===== config.mk =====
export PLATFORM = sky130hd
export DESIGN_NAME = vigenere_decryption
export DESIGN_NICKNAME = d
export VERILOG_FILES = /design/src/rtl/vigenere_decryption.sv
export SDC_FILE = /design/constraint.sdc
export NUM_CORES = 1
export LEC_CHECK = 0
export CORE_MARGIN = 8
export CORE_UTILIZATION = 45
export CTS_CLUSTER_DIAMETER = 40
export DETAILED_ROUTE_END_ITERATION = 8
export PLACE_DENSITY = 0.71
export SLEW_MARGIN = 25
export SYNTH_ARGS = -nofsm -noshare
export SYNTH_HDL_FRONTEND = slang
export SYNTH_SLANG_ARGS = --single-unit
export TNS_END_PERCENT = 100

===== constraint.sdc =====
create_clock -name clk -period 5.1 [get_ports clk]
set_clock_uncertainty 0.05 [all_clocks]
set_input_delay 0.765 -clock clk [delete_from_list [all_inputs] [get_ports clk]]
set_output_delay 0.765 -clock clk [all_outputs]
set_load 0.01 [all_outputs]

===== src/rtl/vigenere_decryption.sv =====
// Streaming Vigenere decryptor: one character per valid beat, 1-cycle latency.
// Terminator clears the key index and holds busy for a single flush cycle.
module vigenere_decryption #(
  parameter int                   D_WIDTH    = 8,
  parameter int                   KEY_LEN    = 4,
  parameter bit                   ALPHA_MODE = 1'b1,
  parameter logic [D_WIDTH-1:0]   END_CHAR   = '0
) (
  input  logic                       clk,
  input  logic                       rst_n,
  input  logic [D_WIDTH-1:0]         data_i,
  input  logic                       valid_i,
  input  logic [KEY_LEN*D_WIDTH-1:0] key,
  output logic [D_WIDTH-1:0]         data_o,
  output logic                       valid_o,
  output logic                       busy
);

  localparam int IDX_W = (KEY_LEN > 1) ? $clog2(KEY_LEN) : 1;
  localparam logic [D_WIDTH-1:0] CH_A = D_WIDTH'(65);
  localparam logic [D_WIDTH-1:0] CH_Z = D_WIDTH'(90);
  localparam logic [D_WIDTH-1:0] MOD  = D_WIDTH'(26);

  typedef enum logic [1:0] {IDLE, RUN, FLUSH} state_t;

  state_t                           state_q, state_d;
  logic [IDX_W-1:0]                 idx_q, idx_d, idx_nxt;
  logic [KEY_LEN-1:0][D_WIDTH-1:0]  key_q, key_d, key_sel;
  logic [D_WIDTH-1:0]               k, dec, a, s, data_d;
  logic                             advance, valid_d, busy_d;

  function automatic logic is_upper(input logic [D_WIDTH-1:0] c);
    return (c >= CH_A) && (c <= CH_Z);
  endfunction

  // First beat of a message is decrypted with the live key input (idx is 0 there).
  always_comb begin
    key_sel = (state_q == IDLE) ? key : key_q;
    k       = key_sel[idx_q];
    a       = data_i - CH_A;
    s       = is_upper(k) ? (k - CH_A) : '0;
    dec     = data_i;
    advance = 1'b1;
    if (ALPHA_MODE) begin
      if (is_upper(data_i)) begin
        dec = (a >= s) ? (CH_A + a - s) : (CH_A + a + MOD - s);
      end else begin
        advance = 1'b0;
      end
    end else begin
      dec = data_i - k;
    end
    idx_nxt = (idx_q == IDX_W'(KEY_LEN-1)) ? '0 : idx_q + 1'b1;
  end

  always_comb begin
    state_d = state_q;
    idx_d   = idx_q;
    key_d   = key_q;
    data_d  = '0;
    valid_d = 1'b0;
    busy_d  = 1'b0;
    case (state_q)
      IDLE, RUN: begin
        if (valid_i) begin
          if (state_q == IDLE) key_d = key;
          if (data_i == END_CHAR) begin
            idx_d   = '0;
            state_d = FLUSH;
            busy_d  = 1'b1;
          end else begin
            state_d = RUN;
            data_d  = dec;
            valid_d = 1'b1;
            if (advance) idx_d = idx_nxt;
          end
        end
      end
      FLUSH:   state_d = IDLE;
      default: state_d = IDLE;
    endcase
  end

  always_ff @(posedge clk or negedge rst_n) begin
    if (!rst_n) begin
      state_q <= IDLE;
      idx_q   <= '0;
      key_q   <= '0;
      data_o  <= '0;
      valid_o <= 1'b0;
      busy    <= 1'b0;
    end else begin
      state_q <= state_d;
      idx_q   <= idx_d;
      key_q   <= key_d;
      data_o  <= data_d;
      valid_o <= valid_d;
      busy    <= busy_d;
    end
  end

endmodule


==> impl_metrics.json <==
{
  "netlist_instances": 342,
  "dieArea_um2": 11100,
  "via_count": 2784,
  "start_kind": "input port",
  "fp.dieW_um": 105,
  "start_util_pct": 46.4,
  "route.met2.wl_um": 4050,
  "path_buf_inv": 3,
  "clockRootBuffer": "clkbuf_8",
  "async_flop_share_pct": 100,
  "holdBufCountCts": 0,
  "die_h_um": 105,
  "clkLatencyLatePin_ns": 0.30,
  "route.met3.wl_um": 429,
  "coreArea_um2": 7730,
  "grt_max_degree": 47,
  "synth_ff_type": "dfrtp_1",
  "post-dp-hpwl_um": 6690,
  "drt_wl_total_um": 8250,
  "post-route-drc-count": 0,
  "cp_slowest_cell": "mux4_2",
  "finalCriticalPeriod_ns": 4.88,
  "timing.final.crit_share_pct": 95.6,
  "register_area_um2": 1150,
  "drt_iter0_drc": 227,
  "max-cap-violations": 0,
  "postLayoutCellArea_um2": 4510,
  "slew_viol_final": 0,
  "rows": 32,
  "critPathMaxStageDelay_ns": 0.47,
  "ant_nets": 0,
  "crit_family": "compound AO/OA/AOI/OAI gates",
  "holdWs_ns": 0.405,
  "met1Wirelength_um": 3660,
  "p_per_area_nw_per_um2": 372,
  "antenna_cells": 0,
  "grt_pass1_vias": 2852,
  "critical_path_required_ns": 5.24,
  "path_max_fanout": 4,
  "hp-class": "input port to async pin",
  "power_mw": 1.68,
  "multi_input_area_um2": 2290,
  "antenna_found_initial": 0,
  "peakVddDrop_mv": 0.228,
  "clk_path_buf_depth": 2,
  "io_pins": 53,
  "cts_htree_levels": 2,
  "r2r-start": "state_q[1]$_DFFE_PN0P_",
  "fin_nets": 496,
  "tightest_slew_ns": 0.683,
  "clk_pin_slew_ns": 0.10,
  "place_inst": 508,
  "stdcell_count": 519,
  "drive_gt1_share_pct": 21.8,
  "synth_nets": 422,
  "setup_ws_ns": 0.224,
  "path_cells": "clkdlybuf4s50_1 -> mux4_2 -> mux2i_1 -> buf_4 -> ha_1 -> o21ai_1 -> a21oi_2 -> o21ai_2 -> or2_1 -> ha_1 -> inv_1 -> ha_1 -> fa_2 -> nor2b_1 -> o21a_1 -> o21a_1 -> o21bai_1 -> a21oi_1 -> o31a_1 -> xnor2_1 -> a22o_1",
  "fill_cells": 671,
  "synth_edf_count": 0,
  "relSlewSlack_pct": 54.5,
  "cp_data_arrival_time_ns": 5.01,
  "cts_buffers": 5,
  "placed_area_um2": 4370,
  "tns_ns": 0,
  "power.static_leakage_nw": 1.97,
  "cp_common_cell": "ha_1",
  "startpoint": "key[24]",
  "clock_sinks": 46,
  "drtPass1Iterations": 4,
  "grt-ovfl-total": 0,
  "path_class": "input port to register",
  "avgSynthCellArea_um2": 10.5,
  "hold_violations": 0,
  "synth-seq-cells": 46,
  "cts_tree": "done",
  "yosysWarnings": 0,
  "synth-seq-area-share_pct": 32.1,
  "utilization_pct": 58.4,
  "fmax_ghz": 0.205,
  "grt_first_pass_wirelength_um": 13900,
  "finalSetupViolCount": 0,
  "syn_area_um2": 3580,
  "portBuffers": 52,
  "viasPerCell": 5.36,
  "end_kind": "register",
  "post_drt_wl_per_cell_um": 15.9,
  "pre_cts_ws_ns": -0.173,
  "area_delta_synth_final_pct": 25.9,
  "rsz0062_at_grt": "false",
  "gp_congestion": 0.905,
  "status": "completed",
  "grt_usage_pct": 15.1,
  "maxUsedRoutingLayer": "met4",
  "ys_types": 47
}
## final cells by class
| class | count | area share (%) |
|---|---|---|
| multi-input cells | 257 | 50.7 |
| flip-flops and latches | 46 | 25.5 |
| repair buffers | 80 | 16.7 |
| well taps | 102 | 2.83 |
| clock buffers | 5 | 1.53 |
| inverters | 26 | 2.16 |
| clock inverters | 3 | 0.527 |
## timing repair
item,4_1_cts,5_1_grt
endpoints found under the setup margin,1,1
buffers inserted,2,1
pin swaps,1,3
gates resized for setup,0,5
hold endpoints to repair,0,0
## path summary, 6_finish.rpt
| path | end | slack [ns] | depth (start not counted) |
|---|---|---|---|
| max in group asynchronous | idx_q[1]$_DFFE_PN0P_ | 4.17 | 1 |
| worst min-delay path | key_q[5]$_DFFE_PN0P_ | 0.40 | 1 |
| worst min register to register | key_q[0]$_DFFE_PN0P_ | 0.45 | 1 |
| min in group clk | key_q[0]$_DFFE_PN0P_ | 0.45 | 1 |
| worst max-delay path | data_o[7]$_DFF_PN0_ | 0.22 | 21 |
| worst max register to register | data_o[7]$_DFF_PN0_ | 0.27 | 22 |
## registers in the layout, indices dropped and copies added, names as in the netlist
register  flops
busy          1
key_q        32
valid_o       1
data_o        8
idx_q         2
state_q       2
## cells by family after synthesis
kind of cell	share of synthesized area, %
muxes	22.7
xor gates and xnor gates	5.10
DFF	32.1
AOI/OAI and AO/OA	10.3
adders and majority gates	13.8
buffers and inverters	4.43
and+or+nand+nor	11.6
## cell usage after synthesis, types with 5 or more instances
| master | number | area share, % |
|---|---|---|
| nand3_1 | 5 | 0.70 |
| dfrtp_1 | 46 | 32 |
| inv_1 | 26 | 2.7 |
| xor2_1 | 10 | 2.4 |
| nand2b_1 | 8 | 1.4 |
| xnor2_1 | 9 | 2.2 |
| buf_1 | 5 | 0.52 |
| o21ai_0 | 14 | 2.0 |
| mux2i_1 | 9 | 2.5 |
| mux4_2 | 15 | 9.4 |
| o21a_1 | 5 | 1.0 |
| mux2_2 | 28 | 8.8 |
| nor2_1 | 23 | 2.4 |
| nor2b_1 | 6 | 1.0 |
| ha_1 | 33 | 12 |
| mux2_1 | 5 | 1.6 |
| clkbuf_1 | 6 | 0.63 |
| a21oi_1 | 20 | 2.8 |
| nand2_1 | 14 | 1.5 |
| a31oi_1 | 5 | 0.87 |
## cell usage in the layout, fill, tap and decap left out, types with 6 or more instances in the layout
master	instances
buf_4	27
xnor2_1	9
nand2b_1	8
mux2i_1	8
mux4_2	15
clkdlybuf4s50_1	51
a21oi_1	19
nand2_1	14
nor2_1	23
xor2_1	10
nor2b_1	6
o21ai_0	14
inv_1	26
ha_1	33
dfrtp_1	45
mux2_2	28
## metal layers
metal,vias to the layer above,track usage [%]
li1,1361,-
met1,1355,19.4
met2,60,25.5
met3,8,3.11
met4,0,3.57
met5,-,0
## report_power, final
part	leakage, nW	internal (mW)	switching (mW)
sequential	0.586	0.421	0.0592
combinational	1.35	0.496	0.467
clock	0.0408	0.0982	0.135
Power figures use the tool's default switching activity.
